$ cat config.mk
export PLATFORM = sky130hd
export DESIGN_NAME = serial_sub_sequencer
export DESIGN_NICKNAME = d
export VERILOG_FILES = /design/src/rtl/serial_sub_pkg.sv /design/src/rtl/sub_flag_unit.sv /design/src/rtl/serial_sub_sequencer.sv
export SDC_FILE = /design/constraint.sdc
export NUM_CORES = 1
export LEC_CHECK = 0
export BUFFER_PORTS_ARGS = -buffer_cell sky130_fd_sc_hd__buf_4
export CORE_ASPECT_RATIO = 0.5
export CORE_MARGIN = 4
export CORE_UTILIZATION = 25
export CTS_BUF_LIST = sky130_fd_sc_hd__clkbuf_4 sky130_fd_sc_hd__clkbuf_8 sky130_fd_sc_hd__clkbuf_16
export DETAILED_ROUTE_END_ITERATION = 6
export PLACE_DENSITY_LB_ADDON = 0.05
export SETUP_SLACK_MARGIN = 0.5
export SLEW_MARGIN = 20
export SYNTH_ARGS = -nofsm -noshare
export SYNTH_HDL_FRONTEND = slang
export SYNTH_SLANG_ARGS = --single-unit
$ cat constraint.sdc
create_clock -name CLK -period 2.4 [get_ports CLK]
set_input_delay 0.48 -clock CLK [delete_from_list [all_inputs] [get_ports CLK]]
set_output_delay 0.48 -clock CLK [all_outputs]
set_load 0.05 [all_outputs]
$ cat src/rtl/serial_sub_pkg.sv
// Shared definitions for the bit-serial subtractor sequencer.
//   state_t        : sequencer FSM states (IDLE/LOAD/SHIFT/DONE)
//   DEFAULT_WIDTH  : default operand/result width
//   cnt_width()    : bit-counter width for a given operand width
package serial_sub_pkg;

    localparam int unsigned DEFAULT_WIDTH = 8;

    typedef enum logic [1:0] {
        IDLE,
        LOAD,
        SHIFT,
        DONE
    } state_t;

    function automatic int cnt_width(input int unsigned w);
        return $clog2(w);
    endfunction

endpackage

$ cat src/rtl/sub_flag_unit.sv
// Z/N/V flag computation for an X-Y subtraction result.
// Ports:
//   x, y : operands (WIDTH)
//   d    : difference X-Y mod 2^WIDTH (WIDTH)
//   z    : d is zero
//   n    : d MSB
//   v    : signed overflow
module sub_flag_unit #(
    parameter int unsigned WIDTH = 8
) (
    input  logic [WIDTH-1:0] x,
    input  logic [WIDTH-1:0] y,
    input  logic [WIDTH-1:0] d,
    output logic             z,
    output logic             n,
    output logic             v
);

    always_comb begin
        z = (d == '0);
        n = d[WIDTH-1];
        // Overflow only when operand signs differ and the result sign
        // disagrees with the minuend.
        v = (x[WIDTH-1] ^ y[WIDTH-1]) & (d[WIDTH-1] ^ x[WIDTH-1]);
    end

endmodule

$ cat src/rtl/serial_sub_sequencer.sv
// Control-and-collect stage for the bit-serial subtractor datapath.
// Accepts an operand pair, loads the datapath, steps it WIDTH times LSB
// first, collects the serial difference and presents the result.
// Optional feature macro: SUB_SEQ_FLAGS_EN (registered Z/N/V flags;
// when undefined the flags are tied to 0).
// Ports:
//   CLK, R                       : clock, synchronous active-high reset
//   in_valid/in_ready            : operand handshake
//   minuend, subtrahend          : X / Y operands
//   ld, ld_x, ld_y               : datapath load strobe and latched operands
//   borrow_clr, shift_en         : datapath borrow clear / step strobes
//   diff_bit, borrow_bit         : datapath serial outputs
//   res_valid/res_ready          : result handshake
//   difference, borrow           : X-Y result and final borrow
//   flag_z, flag_n, flag_v       : zero / negative / signed-overflow flags
//   busy                         : not IDLE
module serial_sub_sequencer
    import serial_sub_pkg::*;
#(
    parameter int unsigned WIDTH = DEFAULT_WIDTH
) (
    input  logic             CLK,
    input  logic             R,
    input  logic             in_valid,
    output logic             in_ready,
    input  logic [WIDTH-1:0] minuend,
    input  logic [WIDTH-1:0] subtrahend,
    output logic             ld,
    output logic [WIDTH-1:0] ld_x,
    output logic [WIDTH-1:0] ld_y,
    output logic             borrow_clr,
    output logic             shift_en,
    input  logic             diff_bit,
    input  logic             borrow_bit,
    output logic             res_valid,
    input  logic             res_ready,
    output logic [WIDTH-1:0] difference,
    output logic             borrow,
    output logic             flag_z,
    output logic             flag_n,
    output logic             flag_v,
    output logic             busy
);

    localparam int CW = cnt_width(WIDTH);
    localparam logic [CW-1:0] LAST = CW'(WIDTH - 1);

    state_t          state, state_nx;
    logic [CW-1:0]   cnt;
    logic [WIDTH-1:0] diff_nx;
    logic            last_shift;

    assign diff_nx    = {diff_bit, difference[WIDTH-1:1]};
    assign last_shift = (state == SHIFT) && (cnt == LAST);

    always_ff @(posedge CLK) begin
        if (R) begin
            state      <= IDLE;
            cnt        <= '0;
            ld_x       <= '0;
            ld_y       <= '0;
            difference <= '0;
            borrow     <= 1'b0;
        end else begin
            state <= state_nx;
            case (state)
                IDLE: begin
                    if (in_valid) begin
                        ld_x <= minuend;
                        ld_y <= subtrahend;
                    end
                end
                LOAD: cnt <= '0;
                SHIFT: begin
                    difference <= diff_nx;
                    cnt        <= cnt + 1'b1;
                    if (cnt == LAST) begin
                        borrow <= borrow_bit;
                    end
                end
                default: ;
            endcase
        end
    end

`ifdef SUB_SEQ_FLAGS_EN
    logic z_nx, n_nx, v_nx;

    // Flags are evaluated on the final shift using the about-to-be
    // registered difference, so they settle together with it.
    sub_flag_unit #(.WIDTH(WIDTH)) u_flags (
        .x (ld_x),
        .y (ld_y),
        .d (diff_nx),
        .z (z_nx),
        .n (n_nx),
        .v (v_nx)
    );

    always_ff @(posedge CLK) begin
        if (R) begin
            flag_z <= 1'b0;
            flag_n <= 1'b0;
            flag_v <= 1'b0;
        end else if (last_shift) begin
            flag_z <= z_nx;
            flag_n <= n_nx;
            flag_v <= v_nx;
        end
    end
`else
    assign flag_z = 1'b0;
    assign flag_n = 1'b0;
    assign flag_v = 1'b0;
`endif

    always_comb begin
        state_nx   = state;
        in_ready   = 1'b0;
        ld         = 1'b0;
        borrow_clr = 1'b0;
        shift_en   = 1'b0;
        res_valid  = 1'b0;
        busy       = (state != IDLE);
        case (state)
            IDLE: begin
                in_ready = 1'b1;
                if (in_valid) state_nx = LOAD;
            end
            LOAD: begin
                ld         = 1'b1;
                borrow_clr = 1'b1;
                state_nx   = SHIFT;
            end
            SHIFT: begin
                shift_en = 1'b1;
                if (last_shift) state_nx = DONE;
            end
            DONE: begin
                res_valid = 1'b1;
                if (res_ready) state_nx = IDLE;
            end
            default: state_nx = IDLE;
        endcase
    end

endmodule

### Word level (Yosys, flattened, before mapping)

Cells that the tools add are included.

* flip-flop bits (word level): 30
* bits in latches: 0
* bits in writable memories: 0
* ROM bits: 0
* input bits: 22
* output and inout port bits: 34
* word-level logic and storage cells: 30
* memories kept: 0

* add/subtract/negate cells: 1
* multipliers: 0
* divide/modulo/power cells: 0
* $lt $le $gt $ge: 0
* eq/ne operators: 7
* shift-type cells: 0
* multiplexer cells: 9
* bitwise gates (word level): 0
* reductions and logical operators: 7

Operators with widths (number)
* case mux 2 bit (4 select lines): 1
* 2-to-1 mux 2 bit: 3
* != test 2 bit, second input constant: 3
* case mux 3 bit (2 select lines): 1
* == test 2 bit, second input constant: 2
* 2-to-1 mux 1 bit: 4
* AND reduction 2 bit: 2
* nonzero test 2 bit: 2
* adder 3 x 1 -> 3 bit, second input constant: 1
* == test 3 bit, second input constant: 1
* AND reduction 3 bit: 1
* == test 2 x 1 -> 1 bit, second input constant: 1
* logical NOT 2 bit: 1
* logical AND 1 bit: 1

### Depth between registers and ports, before layout

* depth after elaboration: 4
* mapped depth: 7
* gate-level depth less buffers: 5

### Worst setup path after synthesis

Ideal clock, no wire load.

* path type: reg-to-output
* from: register state[0]
* to: output port busy
* arrival: 1.325 ns
* data required time: 1.920 ns
* setup slack: 0.595 ns
* cell stages (with the launch flop): 4
* path through: dfxtp_1 > inv_1 > ha_1 > inv_1

* cells in the longest elaborated chain, start to end: 1

Ends and longest elaborated chain
* start: declaration: RTL line serial_sub_sequencer.sv:48 `state_t state, state_nx;`
* start signal: assignment: RTL line serial_sub_sequencer.sv:65 `state <= state_nx;`
* nonzero test 2 bit: RTL line serial_sub_sequencer.sv:124 `busy = (state != IDLE);`
* end: declaration: RTL line serial_sub_sequencer.sv:42 `output logic busy`

No other way between the ends.

### Worst setup path in the final report

Same ends and word-level chain as after synthesis.

==> metrics <==
status=finished clean; period utilisation layout=0.746; Power, Total=0.00206 W; post-synthesis sequential area ratio=0.466; Post-DP HPWL=around 2.1 mm; port bufs=52; max_cap viols=0; top_reg_cell synth=dfxtp_1; CTS Root Cell=clkbuf_8; DP Area=between 0.0015 and 0.002 sq mm; worst-path cell chain=inv_1 > ha_1 > inv_1 > buf_4; Crit. End Element=primary output; Required @ worst endpoint=approximately 1.9 ns; DRC violations left=0; Core Util, Final=0.359; Antenna Nets Post-Route=0; final hold violations=0; Synth area leader=dfxtp_1; Vias/cell=a little over 4; CTS tree=done; CTS sink count=30; post-DR wirelength/cell=around 11 microns; min cycle time layout=1.79 ns; Crit-path slowest cell=dfxtp_1; peak supply drop=approximately 0.00038 V; synth top area cells=dfxtp_1 47%, nand2_1 10%, mux2i_1 7.0%, a21oi_2 6.8%, ha_1 5.8%; Clk Latency, worst-skew pair=approximately 0.28 ns; fmax=between 0.5 and 0.6 GHz; first-pass GRT wire length=just under 5 mm; Avg Cell Area, Syn=9.13 sq um; post-layout worst setup margin=0.610 ns; GRT Resource Usage Total=0.101; Post-CTS Setup Inserts=0; H-tree levels=2; Die Ht=between 50 and 60 microns; Switching Share=0.448; P&R area growth vs syn=38.2%; Yosys warning total=0; static leakage=approximately 0.79 nW; initial core utilization=0.260; # fillers=542; clock skew=0.00390 ns; ANT cells=0; number of distinct library cells after synthesis=24; vias in the first global route=about 1,000; Critical Path Fanout Max=6; WP data arrival=about 1.3 ns; number of synthesized flops with an enable pin=0; Synth Register Bits=30; CP delay by family, top=flip-flops; Net Sw Power=around 0.00092 W; Reg power frac=0.302; post-CTS sizing=0; worst rel slew slack=0.633; Final Wtd Congestion=between 0.6 and 0.7; worst-margin pin slew=roughly 0.55 ns; ys async rst share=0; fin area=0.00178 sq mm; critical path type=reg -> out; Worst Path Buf+Inv=3; max incr delay on CP=between 0.3 and 0.4 ns; initial antenna violation count=0; row cnt=18; Max clock buf depth=2; max-slew violations=0; Final setup violation count=0; setup_tns=0 ns; Worst Hold Class=in -> reg; Clock Power Share=0.208; drt first pass iters=4; I/O pin cnt=56; Setup WS pre-CTS=just over 0.8 ns; Gate power share=0.490; final wirelength=3.00 mm; power per cell area=between 1000 and 1500 mW/mm^2; mapped cell area=~0.0013 sq mm; routed vias=roughly 1,100; Hold-fix buffers, CTS=0; Clock transition at path regs=~0.060 ns; RSZ-0062 raised after global routing=no; Initial DRC Count=20; GRT Residual Overflow=0; most used cell, CP=inv_1; synthesized instance count=141; nets=approximately 220; CP startpoint kind=flop; largest net degree at the start of global routing=30; core area=just under 0.005 sq mm; Yosys top cell area share=0.466; die area=around 0.0064 sq mm; worst reg2reg setup slack=between 0.8 and 0.9 ns; share of cells above drive strength 1=0.396; Int Pwr=0.00114 W; die width=109 microns; clock buffer count from CTS=5
==> path summary, 6_finish.rpt <==
| kind | cells past startpoint | endpoint | start |
|---|---|---|---|
| setup / recovery | 4 | busy | state[0] |
| hold / removal | 3 | difference[7] | diff_bit |
| setup reg to reg | 5 | ld_y[3] | state[0] |
| hold reg to reg | 2 | ld_x[7] | ld_x[7] |
==> power by group through the flow <==
stage | sequential (W) | combinational (W) | clock, W
5_1_grt | 0.000633 | 0.00109 | 0.000475
4_1_cts | 0.000624 | 0.00102 | 0.000450
3_5_place_dp | 0.000634 | 0.00102 | 0
3_3_place_gp | 0.000632 | 0.00102 | 0
2_1_floorplan | 0.000815 | 0.000636 | 0
6_report | 0.000623 | 0.00101 | 0.000429
==> cell families (layout without fill, tap and decap cells) <==
family                   Yosys count  count (layout)  synth area share
AND/OR/NAND/NOR                   55              55             0.179
flip-flops                        30              30             0.466
adder cells (fa/ha/maj)            6               6            0.0583
buffers and inverters             18              67            0.0923
AO/OA/AOI/OAI                     21              21             0.122
multiplexers                      10              10            0.0787
other                              1               3           0.00291
==> tightest hold or removal path, cell delays in order <==
cell and delay [ns]:
buf_4 0.08, mux2i_1 0.05, nor2_1 0.07
==> per-layer routing <==
metal,global-route usage,part of all wire,vias to the layer above
li1,-,-,545
met1,0.124,0.49,464
met2,0.152,0.40,38
met3,0.0482,0.093,7
met4,0.0426,0.015,0
met5,0,0,-
==> state kept, by name, indices dropped and copies added, names as in the netlist <==
signal and count:
state 2, difference 8, ld_y 8, ld_x 8, borrow 1, cnt 3
==> area by class of cell <==
type / count / area [sq um] / share of cell area
inverters: 6 / 22.5 / 0.0127
multi-input cells: 95 / 576 / 0.323
flip-flops and latches: 30 / 601 / 0.338
repair buffers: 53 / 398 / 0.224
well taps: 70 / 87.6 / 0.0492
clock buffers: 7 / 90.1 / 0.0506
clock inverters: 1 / 5.00 / 0.00281
==> synthesized netlist by cell type (2+ instances only) <==
master,number
a21oi_1,9
nand2_2,2
inv_1,6
buf_4,5
mux2i_1,9
nor2_1,9
buf_2,3
a21oi_2,10
nand2b_1,2
nand3_1,3
nand2_1,36
ha_1,6
dfxtp_1,30
==> placed cells by master (no fill, tap or decap) <==
cell,count
buf_4,53
nand2_1,36
dfxtp_1,30
a21oi_2,10
nor2_1,9
a21oi_1,9
mux2i_1,9
inv_1,6
ha_1,6
clkbuf_8,6
nand3_1,3
conb_1,3
nand2_2,2
nand2b_1,2
mux2_2,1
and2_4,1
nor2b_1,1
a221oi_2,1
or3_1,1
o211a_1,1
clkinv_2,1
clkbuf_4,1
==> per-stage QoR <==
stage	std cells	hold slack, ns
2_1_floorplan	143	0.449
3_3_place_gp	254	0.446
3_5_place_dp	254	0.450
4_1_cts	262	0.426
5_1_grt	262	0.425
6_report	262	0.437
Note: power is estimated with default switching activity, not from simulation.
